`src/rtl/hazard_stall_controller.sv`:
```
// Pipeline sequencer for the 5-stage MIPS core: PC / IF/ID / ID/EX enables and flushes.
// Optional statistics counters are enabled by defining STALL_STATS_EN.
module hazard_stall_controller #(
    parameter int unsigned MD_LATENCY = 4,
    parameter int unsigned CNT_WIDTH  = 16
) (
    input  logic       clk,
    input  logic       reset,
    input  logic [4:0] IF_ID_Rs,
    input  logic [4:0] IF_ID_Rt,
    input  logic [4:0] ID_EX_Rt,
    input  logic       ID_EX_MemRead,
    input  logic       MD_Start,
    input  logic       Branch_Taken,
    input  logic       Jump,
    input  logic       Ext_Stall,
    output logic       PCWrite,
    output logic       IF_ID_Write,
    output logic       ID_EX_Write,
    output logic       IF_ID_Flush,
    output logic       ID_EX_Flush,
    output logic       Pipe_Freeze,
    output logic       MD_Busy
`ifdef STALL_STATS_EN
    ,
    output logic [CNT_WIDTH-1:0] Stall_Cycles,
    output logic [CNT_WIDTH-1:0] Flush_Events
`endif
);

    localparam int unsigned MD_CNT_W = 4;

    if (MD_LATENCY < 1 || MD_LATENCY > 15) begin : g_bad_md_latency
        $error("hazard_stall_controller: MD_LATENCY must be in 1..15");
    end
    if (CNT_WIDTH < 1) begin : g_bad_cnt_width
        $error("hazard_stall_controller: CNT_WIDTH must be at least 1");
    end

    typedef enum logic [0:0] {
        RUN     = 1'b0,
        MD_BUSY = 1'b1
    } state_e;

    state_e              state;
    state_e              state_nxt;
    logic [MD_CNT_W-1:0] md_cnt;
    logic [MD_CNT_W-1:0] md_cnt_nxt;
    logic                load_use;

    // Load in EX writing a register the ID instruction reads; $zero never hazards.
    assign load_use = ID_EX_MemRead && (ID_EX_Rt != 5'd0) &&
                      ((ID_EX_Rt == IF_ID_Rs) || (ID_EX_Rt == IF_ID_Rt));

    always_ff @(posedge clk) begin
        if (!reset) begin
            state  <= RUN;
            md_cnt <= '0;
        end else begin
            state  <= state_nxt;
            md_cnt <= md_cnt_nxt;
        end
    end

    // Prioritised event decode: Ext_Stall, MD_BUSY, branch, mult/div start, load-use, jump.
    always_comb begin
        state_nxt   = state;
        md_cnt_nxt  = md_cnt;
        PCWrite     = 1'b1;
        IF_ID_Write = 1'b1;
        ID_EX_Write = 1'b1;
        IF_ID_Flush = 1'b0;
        ID_EX_Flush = 1'b0;
        Pipe_Freeze = 1'b0;
        MD_Busy     = 1'b0;

        if (!reset) begin
            state_nxt   = RUN;
            md_cnt_nxt  = '0;
            PCWrite     = 1'b0;
            IF_ID_Write = 1'b0;
            ID_EX_Write = 1'b0;
            IF_ID_Flush = 1'b1;
            ID_EX_Flush = 1'b1;
        end else if (Ext_Stall) begin
            PCWrite     = 1'b0;
            IF_ID_Write = 1'b0;
            ID_EX_Write = 1'b0;
            Pipe_Freeze = 1'b1;
            MD_Busy     = (state == MD_BUSY);
        end else if (state == MD_BUSY) begin
            PCWrite     = 1'b0;
            IF_ID_Write = 1'b0;
            ID_EX_Write = 1'b0;
            MD_Busy     = 1'b1;
            if (md_cnt == '0) begin
                state_nxt = RUN;
            end else begin
                md_cnt_nxt = md_cnt - MD_CNT_W'(1);
            end
        end else if (Branch_Taken) begin
            IF_ID_Flush = 1'b1;
            ID_EX_Flush = 1'b1;
        end else if (MD_Start && (MD_LATENCY > 1)) begin
            // The start cycle is the first of MD_LATENCY hold cycles.
            PCWrite     = 1'b0;
            IF_ID_Write = 1'b0;
            ID_EX_Write = 1'b0;
            MD_Busy     = 1'b1;
            state_nxt   = MD_BUSY;
            md_cnt_nxt  = MD_CNT_W'(MD_LATENCY - 2);
        end else if (load_use) begin
            PCWrite     = 1'b0;
            IF_ID_Write = 1'b0;
            ID_EX_Flush = 1'b1;
        end else if (Jump) begin
            IF_ID_Flush = 1'b1;
        end
    end

`ifdef STALL_STATS_EN
    // Saturating stall/flush statistics, cleared by reset.
    always_ff @(posedge clk) begin
        if (!reset) begin
            Stall_Cycles <= '0;
            Flush_Events <= '0;
        end else begin
            if (!PCWrite && (Stall_Cycles != '1)) begin
                Stall_Cycles <= Stall_Cycles + CNT_WIDTH'(1);
            end
            if ((IF_ID_Flush || ID_EX_Flush) && (Flush_Events != '1)) begin
                Flush_Events <= Flush_Events + CNT_WIDTH'(1);
            end
        end
    end
`endif

endmodule

```
`config.mk`:
```
export PLATFORM = sky130hd
export DESIGN_NAME = hazard_stall_controller
export DESIGN_NICKNAME = d
export VERILOG_FILES = /design/src/rtl/hazard_stall_controller.sv
export SDC_FILE = /design/constraint.sdc
export NUM_CORES = 1
export LEC_CHECK = 0
export CORE_MARGIN = 3
export CORE_UTILIZATION = 30
export CTS_BUF_LIST = sky130_fd_sc_hd__clkbuf_16
export DETAILED_ROUTE_END_ITERATION = 10
export PLACE_DENSITY = 0.8
export SLEW_MARGIN = 0
export SYNTH_ARGS = -nofsm -noshare
export SYNTH_HDL_FRONTEND = slang
export SYNTH_SLANG_ARGS = --single-unit
```
`constraint.sdc`:
```
create_clock -name clk -period 2.1 [get_ports clk]
set_input_delay 0.42 -clock clk [delete_from_list [all_inputs] [get_ports clk]]
set_output_delay 0.42 -clock clk [all_outputs]
set_load 0.01 [all_outputs]
```
==> results of run 1 <==
[cells by family (layout without fill, tap and decap cells)]
kind of cell,after synthesis,count (layout),share of synthesized area
flops,5,5,0.217
simple gates,28,28,0.307
buf+inv,4,50,0.0408
fa+ha+maj,1,1,0.0272
xor+xnor,12,12,0.228
compound gates,12,12,0.179
[synth_stat cells, drive strengths merged]
cell type / n
nand3: 2
nand2b: 3
or4: 1
dfxtp: 5
o31ai: 1
and2: 1
or3: 2
nor3: 3
a211oi: 3
inv: 3
nand2: 3
o22ai: 1
nor2b: 1
nor4: 1
a21boi: 1
xnor2: 12
a221o: 1
a21oi: 3
ha: 1
o21ai: 2
and3: 1
nor3b: 1
nor2: 9
buf: 1
[flip-flops by register name (all words and copies together) (netlist names)]
signal and flops:
md_cnt 4, state 1
[layer usage]
layer  track usage  vias to the layer above  share of wire
li1              -                      307              -
met1         0.147                      256           0.39
met2         0.260                       36           0.48
met3        0.0558                        4           0.10
met4        0.0526                        0          0.030
met5             0                        -              0
[worst paths after layout]
path                                     to  depth (start not counted)
worst min-delay path              md_cnt[3]                          2
worst max register to register    md_cnt[1]                          5
worst min register to register    md_cnt[3]                          2
worst max-delay path            ID_EX_Flush                          6
[power by group through the flow]
stage	registers [mW]	logic, mW	clock network [mW]
5_1_grt	0.101	0.150	0.314
4_1_cts	0.100	0.134	0.309
3_3_place_gp	0.101	0.137	0
2_1_floorplan	0.101	0.0507	0
3_5_place_dp	0.101	0.139	0
6_report	0.100	0.138	0.301
[timing repair]
item | 4_1_cts | 5_1_grt
resized for setup | 38 | 8
hold buffers | 0 | 0
endpoints found under the setup margin | 7 | 5
setup buffers | 2 | 0
pin swaps | 6 | 5
[worst max-delay path, stage by stage]
cell and delay (ns):
buf_6 0.09, or4_4 0.54, o21ai_4 0.15, nor4_1 0.06, a221o_1 0.31, buf_2 0.15
[stage by stage]
| step | setup TNS (ns) | instances |
|---|---|---|
| finish | -0.126 | 123 |
| CTS | -0.0569 | 123 |
| detailed placement | -3.31 | 117 |
| global route | -0.297 | 123 |
| floorplan | 0 | 62 |
| global placement | -3.15 | 117 |
[cell usage in the layout (no fill, tap or decap), drive strengths merged, types with 2 or more instances in the layout]
| master | n |
|---|---|
| dlygate4sd2 | 4 |
| nand2b | 3 |
| or3 | 2 |
| dlymetal6s2s | 2 |
| a21oi | 3 |
| nor2 | 9 |
| nand2 | 3 |
| inv | 4 |
| a211oi | 3 |
| buf | 22 |
| xnor2 | 12 |
| dfxtp | 5 |
| nor3 | 3 |
| clkdlybuf4s50 | 13 |
| nand3 | 2 |
| o21ai | 2 |
| clkbuf | 5 |
[final cells by class]
cell class                      count  share of cell area
Tap cell                           15              0.0201
Multi-Input combinational cell     53               0.392
Inverter                            3              0.0120
Timing Repair Buffer               43               0.385
Clock buffer                        3              0.0802
Sequential cell                     5               0.107
Clock inverter                      1             0.00401
==> impl_metrics.csv, run 1 <==
group,metric,value,unit
drt,dr.pass1.iters,4,
run,maxCapViolCount,0,
pwr,p_clk_frac,0.559,
global_route,grt.total_usage,0.144,
sta,fin_ws,-0.0549,ns
sta,worst_pin_slew,0.399,ns
critical_path,startpoint,"ID_EX_Rt[3]",
die,die_h,45.2,µm
final_layout,seqCellArea,100,µm²
critical_path,r2r_slack,0.84,ns
final_layout,syn2layout_area_growth,103,%
global_route,grt_pass1_vias,609,
sta,max_clock_freq,0.464,GHz
final_layout,final_net_count,132,
pwr,share_comb_of_total_power,0.256,
placement,io_buffers,28,
pwr,swShare,0.204,
die,dieArea,2040,µm²
sta,min_period,2.15,ns
critical_path,critPathLaunchType,"input pin",
clock_tree,clockRootBuffer,"clkbuf_16",
sta,slew_violations,0,
status,violations,"negative setup slack",
sta,rsz0062_at_grt,"yes",
yosys,ys_types,25,
global_route,antenna_found_initial,0,
final_layout,diodes,0,
status,outcome,"finished with violations",
yosys,avgSynthCellArea,7.43,µm²
die,num_rows,13,
global_route,grt_pass1_wl,2220,µm
die,die_w,45.2,µm
clock_tree,h-tree-depth,1,
yosys,yosysSeqAreaShare,0.217,
yosys,synth_top_cell_area_share,0.228,
die,num_io_pins,29,
clock_tree,path_clk_slew,0.03,ns
global_route,grt_overflow,0,
critical_path,crit_type,"in -> out",
final_layout,fill_cells,128,
clock_tree,cts_buffers,3,
worst_hold_path,min_from,"md_cnt[3]",
placement,dp_hpwl,1110,µm
clock_tree,clock-sinks,5,
sta,slew_headroom,0.732,
final_layout,drive_above_1_share,0.287,
global_route,grt_max_degree,8,
clock_tree,clk-insertion-delay-late,0.22,ns
final_layout,finalInstanceArea,936,µm²
pwr,p_leak,0.413,nW
die,initial_utilization,0.337,
drt,routed_wl,1360,µm
final_layout,multi_input_area,367,µm²
sta,min_period_over_period,1.03,
drt,vias,603,
pwr,seqPwrFrac,0.186,
drt,via_per_inst,4.90,
drt,drt_iter0_markers,14,
placement,gp_congestion,0.766,
critical_path,crit_arrival,1.73,ns
final_layout,final_util,0.685,
yosys,syn-num-nets,85,
yosys,synth_top_area_cell,"xnor2_1",
yosys,netlist_area,460,µm²
critical_path,endpoint_kind,"primary output",
pwr,switchingPower,110,µW
placement,place_ws,-0.803,ns
sta,fin_skew,0.000949,ns
yosys,synthTopCellsByArea,"xnor2_1, dfxtp_1, nor2_1",
drt,wl_per_cell,11.0,µm
sta,final-setup-viol-count,3,
sta,worst_hold_slack,0.533,ns
critical_path,required,1.68,ns
sta,hold_viol,0,
clock_tree,clk_path_buf_depth,2,
critical_path,rr_startpoint,"md_cnt[0]",
critical_path,crit_fanout,2,
pwr,intPower,429,µW
clock_tree,cts_tree,"yes",
placement,dpl_cell_area,850,µm²
drt,ant_nets,0,
pwr,peakVddDrop,0.000463,V
die,core,1370,µm²
drt,drcViolationCount,0,
pwr,power,539,µW
yosys,ys_ff_latch,5,
yosys,netlist_instances,62,
worst_hold_path,worstHoldPathType,"reg -> reg",
yosys,yosys_warnings,0,
pwr,power_density,576,nW/µm²
Power figures use the tool's default switching activity.
==> run 2, diff against run 1 <==
- GPL_TIMING_DRIVEN: not set -> 0
==> impl_metrics.csv, run 2 (synthesized netlist as in run 1, its figures left out) <==
group,metric,value,unit
die,num_io_pins,29,
drt,dr.pass1.iters,4,
clock_tree,clockRootBuffer,"clkbuf_16",
clock_tree,clk-insertion-delay-late,0.23,ns
clock_tree,clk_path_buf_depth,2,
global_route,grt.total_usage,0.139,
sta,slew_violations,0,
sta,final-setup-viol-count,3,
clock_tree,cts_tree,"yes",
die,initial_utilization,0.337,
pwr,p_leak,0.415,nW
clock_tree,h-tree-depth,1,
critical_path,path_cells,"buf_8 -> or4_4 -> o21ai_4 -> nor4_2 -> a221o_1 -> buf_2",
drt,routed_wl,1380,µm
critical_path,cp_slowest_stage_delay,0.54,ns
global_route,grt_overflow,0,
final_layout,diodes,0,
critical_path,crit_fanout,3,
critical_path,endpoint_kind,"primary output",
final_layout,finalInstanceArea,906,µm²
sta,min_period,2.12,ns
placement,dpl_cell_area,759,µm²
placement,io_buffers,28,
global_route,met2_usage,0.280,
die,die_h,45.2,µm
global_route,met3_usage,0.0518,
status,outcome,"finished with violations",
critical_path,crit_type,"in -> out",
drt,via_per_inst,5.05,
global_route,top_usage_layer,"met2",
die,die_w,45.2,µm
drt,wl_per_cell,12.3,µm
final_layout,final_cell_mix,"xnor2_1, nor2_1, clkdlybuf4s50_1",
clock_tree,cts_buffers,3,
sta,rsz0062_at_grt,"yes",
die,core,1370,µm²
pwr,peakVddDrop,0.000456,V
final_layout,final_common_cell,"xnor2_1",
final_layout,top_regs,"md_cnt x4, state x1",
placement,gp_congestion,0.722,
final_layout,final_util,0.663,
critical_path,required,1.68,ns
die,dieArea,2040,µm²
critical_path,r2r_slack,0.83,ns
drt,vias,566,
critical_path,crit_arrival,1.70,ns
sta,fin_ws,-0.0235,ns
final_layout,final_net_count,121,
clock_tree,clock-sinks,5,
sta,min_period_over_period,1.01,
critical_path,crit_buf_inv,2,
sta,fin_skew,0.00121,ns
final_layout,drive_above_1_share,0.237,
global_route,grt_pass1_vias,549,
worst_hold_path,worstHoldPathType,"reg -> reg",
clock_tree,path_clk_slew,0.03,ns
final_layout,largest_register,"md_cnt",
global_route,grt_pass1_wl,2010,µm
critical_path,crit_family,"simple AND/OR/NAND/NOR gates",
sta,setup-tns-final,-0.0356,ns
sta,worst_pin_slew,0.394,ns
global_route,use_met1,0.112,
sta,slew_headroom,0.735,
drt,ant_nets,0,
placement,dp_hpwl,1000,µm
global_route,grt_max_degree,9,
sta,hold_viol,0,
final_layout,syn2layout_area_growth,96.7,%
status,violations,"negative setup slack",
pwr,power_density,594,nW/µm²
sta,max_clock_freq,0.471,GHz
final_layout,largest_reg_flops,4,
run,maxCapViolCount,0,
critical_path,slowest_stage,"or4_4",
drt,drcViolationCount,0,
global_route,antenna_found_initial,0,
placement,place_ws,-0.851,ns
die,num_rows,13,
critical_path,critPathLaunchType,"input pin",
drt,drt_iter0_markers,6,
## run 2: worst paths after layout
check                end        start  cells past startpoint
min            md_cnt[3]    md_cnt[3]                      2
max          ID_EX_Flush  ID_EX_Rt[1]                      6
min reg2reg    md_cnt[3]    md_cnt[3]                      2
max reg2reg    md_cnt[1]    md_cnt[0]                      5
## run 2: report_power, final
group	leakage (nW)	internal (mW)	switching, mW	total (mW)
clock network	0.0423	0.246	0.0619	0.308
registers	0.0405	0.0978	0.00243	0.100
logic	0.332	0.0763	0.0533	0.130
## run 2: repair_timing
item                       CTS  global route
resized for setup           46            12
setup endpoints to repair    7             4
gates cloned                 0             0
pin swaps                    6            12
hold buffers                 0             0
setup buffers                2             1
## run 2: worst min-delay path: stages (launching register included)
cell	delay, ns
dfxtp_1	0.33
xnor2_1	0.08
nor2_1	0.08
## run 2: per-stage QoR
| stage | total power, mW | hold slack (ns) | std cells |
|---|---|---|---|
| 3_5_place_dp | 0.223 | 0.521 | 105 |
| 5_1_grt | 0.564 | 0.560 | 112 |
| 4_1_cts | 0.535 | 0.532 | 111 |
| 3_3_place_gp | 0.221 | 0.505 | 105 |
| 2_1_floorplan | 0.152 | 0.485 | 62 |
| 6_report | 0.538 | 0.528 | 112 |
## run 2: area by class of cell
class | count | area, µm²
fillers | 110 | 460
repair buffers | 31 | 298
flip-flops and latches | 5 | 100
inverters | 3 | 11.3
multi-input cells | 53 | 392
clock buffers | 3 | 75.1
clock inverters | 1 | 3.75
well taps | 15 | 18.8
plain buffers | 1 | 7.51
## run 2: routing by layer
metal / share of wire / wire length (µm)
met1: 0.37 / 503
met2: 0.52 / 722
met3: 0.095 / 131
met4: 0.015 / 20
met5: 0 / 0
